$ cat src/rtl/apb_master_bridge.sv
// Purpose : APB4 requester; turns one valid/ready command into one SETUP+ACCESS transfer.
// Latency : accept at edge N -> psel after N, penable after N+1, rsp_valid after N+2+wait_states.
// Backpr. : cmd_ready only in IDLE (one command in flight); rsp_valid is a pulse with no backpressure.
//
// Ports:
//   sys_clk, sys_rst_n              clock, async active-low reset
//   cmd_valid/cmd_ready             command handshake; cmd_write/addr/wdata/strb are the payload
//   rsp_valid                       one-cycle completion pulse
//   rsp_rdata/rsp_err/rsp_timeout   completion status, held until the next completion
//   tim_p*                          APB4 requester port towards the timer
module apb_master_bridge #(
  parameter int ADDR_W  = 12,
  parameter int DATA_W  = 32,
  parameter int TIMEOUT = 255
) (
  input  logic                sys_clk,
  input  logic                sys_rst_n,
  input  logic                cmd_valid,
  output logic                cmd_ready,
  input  logic                cmd_write,
  input  logic [ADDR_W-1:0]   cmd_addr,
  input  logic [DATA_W-1:0]   cmd_wdata,
  input  logic [DATA_W/8-1:0] cmd_strb,
  output logic                rsp_valid,
  output logic [DATA_W-1:0]   rsp_rdata,
  output logic                rsp_err,
  output logic                rsp_timeout,
  output logic                tim_psel,
  output logic                tim_penable,
  output logic                tim_pwrite,
  output logic [ADDR_W-1:0]   tim_paddr,
  output logic [DATA_W-1:0]   tim_pwdata,
  output logic [DATA_W/8-1:0] tim_pstrb,
  input  logic [DATA_W-1:0]   tim_prdata,
  input  logic                tim_pready,
  input  logic                tim_pslverr
);

  localparam int STRB_W = DATA_W / 8;
  // A zero-width counter is illegal, so keep one bit when the timeout is disabled.
  localparam int CNT_W = (TIMEOUT > 0) ? $clog2(TIMEOUT + 1) : 1;
  // The abort fires on the stalled cycle that would bring the count up to TIMEOUT,
  // so ACCESS lasts exactly TIMEOUT cycles when the responder never answers.
  localparam logic [CNT_W-1:0] CNT_LAST = (TIMEOUT > 0) ? CNT_W'(TIMEOUT - 1) : '0;

  typedef enum logic [1:0] {
    S_IDLE   = 2'd0,
    S_SETUP  = 2'd1,
    S_ACCESS = 2'd2
  } state_t;

  state_t           state;
  state_t           state_nxt;
  logic [CNT_W-1:0] wait_cnt;
  logic             accept;
  logic             xfer_done;
  logic             xfer_abort;
  logic             cnt_hit;

  assign accept     = cmd_valid & cmd_ready;
  // tim_penable is implied by S_ACCESS, so pslverr is only ever looked at here.
  assign xfer_done  = (state == S_ACCESS) & tim_pready;
  assign cnt_hit    = (TIMEOUT > 0) && (wait_cnt == CNT_LAST);
  // pready on the same cycle as the count hit wins over the abort.
  assign xfer_abort = (state == S_ACCESS) & ~tim_pready & cnt_hit;

  // State register
  always_ff @(posedge sys_clk or negedge sys_rst_n) begin
    if (!sys_rst_n) begin
      state <= S_IDLE;
    end else begin
      state <= state_nxt;
    end
  end

  // Next-state logic
  always_comb begin
    state_nxt = state;
    case (state)
      S_IDLE:   if (accept) state_nxt = S_SETUP;
      S_SETUP:  state_nxt = S_ACCESS;
      S_ACCESS: if (xfer_done || xfer_abort) state_nxt = S_IDLE;
      default:  state_nxt = S_IDLE;
    endcase
  end

  // Outputs decoded from state; reset clears state asynchronously, so psel and
  // penable drop the moment reset asserts.
  always_comb begin
    cmd_ready   = 1'b0;
    tim_psel    = 1'b0;
    tim_penable = 1'b0;
    case (state)
      S_IDLE:   cmd_ready = 1'b1;
      S_SETUP:  tim_psel  = 1'b1;
      S_ACCESS: begin
        tim_psel    = 1'b1;
        tim_penable = 1'b1;
      end
      default:  cmd_ready = 1'b0;
    endcase
  end

  // Stall counter: cleared in SETUP so it starts at zero on entering ACCESS,
  // saturates instead of wrapping (matters only when TIMEOUT is 0).
  always_ff @(posedge sys_clk or negedge sys_rst_n) begin
    if (!sys_rst_n) begin
      wait_cnt <= '0;
    end else if (state == S_SETUP) begin
      wait_cnt <= '0;
    end else if ((state == S_ACCESS) && !tim_pready && (wait_cnt != '1)) begin
      wait_cnt <= wait_cnt + CNT_W'(1);
    end
  end

  // APB address/data registers: loaded only on accept, so they are stable
  // through SETUP and ACCESS and keep their last values while idle.
  always_ff @(posedge sys_clk or negedge sys_rst_n) begin
    if (!sys_rst_n) begin
      tim_pwrite <= 1'b0;
      tim_paddr  <= '0;
      tim_pwdata <= '0;
      tim_pstrb  <= '0;
    end else if (accept) begin
      tim_pwrite <= cmd_write;
      tim_paddr  <= cmd_addr;
      // Reads drive zero data and strobes on the bus.
      tim_pwdata <= cmd_write ? cmd_wdata : '0;
      tim_pstrb  <= cmd_write ? cmd_strb  : {STRB_W{1'b0}};
    end
  end

  // Response registers: pulse rsp_valid, hold status until the next completion.
  always_ff @(posedge sys_clk or negedge sys_rst_n) begin
    if (!sys_rst_n) begin
      rsp_valid   <= 1'b0;
      rsp_rdata   <= '0;
      rsp_err     <= 1'b0;
      rsp_timeout <= 1'b0;
    end else begin
      rsp_valid <= xfer_done | xfer_abort;
      if (xfer_done) begin
        rsp_rdata   <= tim_pwrite ? '0 : tim_prdata;
        rsp_err     <= tim_pslverr;
        rsp_timeout <= 1'b0;
      end else if (xfer_abort) begin
        rsp_rdata   <= '0;
        rsp_err     <= 1'b1;
        rsp_timeout <= 1'b1;
      end
    end
  end

endmodule

$ cat config.mk
export PLATFORM = sky130hd
export DESIGN_NAME = apb_master_bridge
export DESIGN_NICKNAME = d
export VERILOG_FILES = /design/src/rtl/apb_master_bridge.sv
export SDC_FILE = /design/constraint.sdc
export NUM_CORES = 1
export LEC_CHECK = 0
export CAP_MARGIN = 10
export CORE_MARGIN = 8
export CORE_UTILIZATION = 44
export CTS_CLUSTER_SIZE = 30
export DETAILED_ROUTE_END_ITERATION = 6
export PLACE_DENSITY_LB_ADDON = 0.15
export SLEW_MARGIN = 40
export SYNTH_ARGS = -nofsm -noshare
export SYNTH_HDL_FRONTEND = slang
export SYNTH_SLANG_ARGS = --single-unit
$ cat constraint.sdc
create_clock -name sys_clk -period 2.7 [get_ports sys_clk]
set_input_delay 0.81 -clock sys_clk [delete_from_list [all_inputs] [get_ports sys_clk]]
set_output_delay 0.81 -clock sys_clk [all_outputs]
set_load 0.02 [all_outputs]
---- After elaboration in Yosys (flattened, before gate mapping) ----
Index checks and enable logic that the tools add are counted.
storage, ports and cells
  output and inout bits ................... 87
  register bits after elaboration ......... 94
  logic and storage cells ................. 48
operators by class
  bitwise gates (word level) .............. 6
  reductions and logical operators ........ 9
  add/subtract/negate cells ............... 1
  equal/unequal tests ..................... 6
  muxes and demuxes ....................... 16
operator list
  operator             count
  $mux 32              4
  $mux 8               2
  $add 8x1->8 const B  1
  $eq 8x8->1 const B   1
  $ne 8x8->1 const B   1
  $mux 1               6
  $pmux 2 s3           1
  $and 1x1->1          4
  $mux 2               2
  $mux 4               1
  $reduce_bool 2->1    2
  $eq 2x1->1 const B   1
  $eq 2x2->1 const B   1
  $logic_and 1x1->1    2
  $logic_not 2->1      1
  $ne 2x1->1 const B   1
  $ne 2x2->1 const B   1
  $reduce_and 2->1     1
  $reduce_or 2->1      1
  $logic_not 1->1      1
  $logic_or 1x1->1     1
  $not 1->1            1
  $or 1x1->1           1

---- Longest topological paths before layout ----
  depth in word-level cells ............... 6
  gate-level depth with buffers ........... 7

---- Worst setup path after synthesis ----
Ideal clock, no wire load.
  kind .................................... in2reg
  from .................................... input port cmd_valid
  to ...................................... register tim_paddr[10]
  arrival time ............................ 1.642 ns
  setup slack ............................. 0.933 ns
  path buffers ............................ 2
  cell stages on the path ................. 4
  path through ............................ nand2_1 -> buf_2 -> buf_2 -> mux2_2
between the ends
  cells in the longest elaborated chain, start to end .. 1
ends and longest elaborated chain
  item                  line  RTL
  start, declared       18    input logic cmd_valid,
  $and 1x1->1           60    assign accept = cmd_valid & cmd_ready;
  end signal, assigned  126   tim_paddr <= cmd_addr;
  end, declared         31    output logic [ADDR_W-1:0] tim_paddr,
No other way between the ends.
A chain may end at the register's enable or synchronous reset.

---- Final worst setup path ----
  from .................................... register state[0]
  to ...................................... output port tim_penable
between the ends
  cells in the longest elaborated chain, start to end .. 2
ends and longest elaborated chain
  item                    line  RTL
  start, declared         52    state_t state;
  start signal, assigned  72    state <= state_nxt;
  $eq 2x2->1              93    case (state)
  $mux 1                  93
  end, declared           29    output logic tim_penable,
No other way between the ends.

==> flow_metrics.env <==
export IMPL_outcome="finished, final reports clean"
export IMPL_yosysUniqueCellTypes=34
export IMPL_cpMaxStageDelayCell="clkdlybuf4s50_1"
export IMPL_synth_warnings=0
export IMPL_layout_drive_gt1_share_pct=9.36
export IMPL_fmax_mhz=385
export IMPL_hp_class="in2async"
export IMPL_io_pin_count=173
export IMPL_critPathLaunchType="flop"
export IMPL_placed_cells=591
export IMPL_postRouteAntennaNets=0
export IMPL_netlist_area_leader_share_pct=63.1
export IMPL_drv_slew=0
export IMPL_synth_cells=324
export IMPL_grt_pass1_wl_mm=16.5
export IMPL_hold_buffers=0
export IMPL_skew_ns=0.00990
export IMPL_hpwl_mm=8.31
export IMPL_die_w_um=108
export IMPL_drt_iter0_markers=76
export IMPL_design_die_area_um2=11700
export IMPL_antenna_found_initial=0
export IMPL_finalSetupTns_ns=0
export IMPL_initial_core_util_pct=45.3
export IMPL_crit_family="buffers and inverters"
export IMPL_fin_crit_ns=2.60
export IMPL_cts_root_buf="clkbuf_8"
export IMPL_drc=0
export IMPL_cap_violations=0
export IMPL_synth_area_top_cells="dfrtp_1 63%, nand2_1 7.7%, a22o_1 7.5%, o21ai_0 4.8%, mux2_2 4.5%"
export IMPL_grt_pass1_vias=3143
export IMPL_tightest_slew_ns=0.558
export IMPL_synthesis_nets=416
export IMPL_coreArea_um2=8220
export IMPL_wl_per_cell_um=17.7
export IMPL_overflow=0
export IMPL_finalSetupViolCount=0
export IMPL_clk_latency_ns=0.35
export IMPL_grt_total_usage_pct=18.0
export IMPL_dr_pass1_iters=4
export IMPL_clk_pin_slew_ns=0.09
export IMPL_io_buffers=172
export IMPL_fp_dieH_um=108
export IMPL_path_cells="inv_1, ha_2, clkdlybuf4s50_1"
export IMPL_finalCritPeriodShare_pct=96.1
export IMPL_cts_tree="built"
export IMPL_synth_common_cells="94 x dfrtp_1, 76 x nand2_1, 36 x o21ai_0"
export IMPL_worstPathRequired_ns=1.89
export IMPL_vias=3080
export IMPL_synth_edf_count=0
export IMPL_place_gp_congestion=0.794
export IMPL_ir_drop_mv=0.652
export IMPL_ys_seq_area_share_pct=63.1
export IMPL_slowest_delay_ns=0.64
export IMPL_critPathArrivalTime_ns=1.79
export IMPL_p_leak_uw=0.00253
export IMPL_final_nets=589
export IMPL_synth_area_per_cell_um2=11.5
export IMPL_fin_cells=607
export IMPL_ys_async_sr_fraction_pct=100
export IMPL_cts_made_buffers=9
export IMPL_wirelength_mm=10.7
export IMPL_cts_num_sinks=94
export IMPL_grt_max_degree=41
export IMPL_ys_ff_latch=94
export IMPL_antenna_cells=0
export IMPL_rsz0062_at_grt="false"
export IMPL_h_tree_depth=3
export IMPL_filler_cell_count=599
export IMPL_final_hold_viol_count=0
export IMPL_areaGrowthSynthToFinish_pct=55.0
export IMPL_worstSetupPathType="reg2out"
export IMPL_timing_slew_headroom_pct=62.6
export IMPL_cp_max_fo=8
export IMPL_synth_largest_area_cell="dfrtp_1"
export IMPL_yosysMostFrequentCell="dfrtp_1"
export IMPL_syn_area_um2=3730
export IMPL_num_rows=33
export IMPL_viasPerCell=5.07
export IMPL_synth_flop_cell="dfrtp_1"
export IMPL_cts_buffer_depth=2
export IMPL_end_kind="output port"
export IMPL_utilization_pct=70.3
export IMPL_cp_buffers_inverters=2
export IMPL_p_per_area_nw_per_um2=1090
## layer usage
layer  share of wire, %  GRT usage (%)  vias up  wire [um]
li1                   -              -     1451          -
met5                  0              0        -          0
met3                8.4           5.23       15        900
met1                 41           21.5     1503       4380
met2                 49           29.6      111       5220
met4                2.1           7.73        0        221
## worst paths after layout
kind / start / to / slack (ns) / depth (start not counted)
min reg2reg: tim_pwdata[27]$_DFFE_PN0P_ / tim_pwdata[27]$_DFFE_PN0P_ / 0.49 / 2
max: state[0]$_DFFE_PN0P_ / tim_penable / 0.10 / 3
max in group asynchronous: sys_rst_n / rsp_rdata[23]$_DFFE_PN0P_ / 1.64 / 2
min: sys_rst_n / rsp_rdata[7]$_DFFE_PN0P_ / 0.42 / 1
max reg2reg: state[0]$_DFFE_PN0P_ / tim_pstrb[0]$_DFFE_PN0P_ / 0.96 / 5
min in group sys_clk: tim_pwdata[27]$_DFFE_PN0P_ / tim_pwdata[27]$_DFFE_PN0P_ / 0.49 / 2
## kinds of logic (layout without fill, tap and decap cells)
family / after synthesis / count (layout) / synth area share [%]
DFF: 94 / 94 / 63.1
and+or+nand+nor: 97 / 97 / 10.9
muxes: 15 / 15 / 4.53
buffers and inverters: 26 / 204 / 3.39
AOI/OAI and AO/OA: 80 / 80 / 14.6
adders and majority gates: 6 / 6 / 2.01
xor gates and xnor gates: 6 / 6 / 1.41
## layout make-up
cell class / count / area, um^2 / share of cell area [%]
well taps: 105 / 131 / 2.27
multi-input cells: 204 / 1250 / 21.7
flip-flops and latches: 94 / 2350 / 40.7
clock inverters: 6 / 68.8 / 1.19
clock buffers: 10 / 128 / 2.21
inverters: 6 / 22.5 / 0.390
repair buffers: 182 / 1820 / 31.5
## state kept, by name, summed over array words and instances, names as in the netlist
name         flops
rsp_rdata       32
tim_pwdata      32
tim_paddr       12
wait_cnt         8
tim_pstrb        4
state            2
rsp_err          1
rsp_timeout      1
rsp_valid        1
tim_pwrite       1
## power by group
group | total, uW | internal (uW) | switching [uW] | leakage (uW)
sequential | 2300 | 1980 | 318 | 0.00122
combinational | 3070 | 1520 | 1550 | 0.00122
clock | 925 | 437 | 488 | 0.0000977
## cell usage in the layout, fill, tap and decap left out, types with 4 or more instances in the layout
cell type,count
inv_1,6
a22o_1,32
dfrtp_1,94
a21oi_1,4
buf_4,9
ha_1,5
xnor2_1,4
nand2_1,75
clkbuf_8,9
mux2_2,15
clkdlybuf4s50_1,171
o21ai_0,36
nor2_1,7
## repair_timing
action                     in CTS  in global routing
setup buffers                   0                  0
setup endpoints to repair       1                  0
resized for setup               1                  0
## through the flow
step	instance area, um^2	hold slack [ns]	setup slack [ns]	power (uW)
finish	5780	0.420	0.104	6290
global route	5780	0.455	0.0285	6660
CTS	5780	0.424	0.0653	6390
detailed placement	5580	0.470	0.376	5440
global placement	5580	0.460	0.411	5350
floorplan	3730	0.506	0.933	3800
No activity file was read; power rests on OpenSTA's default activity.
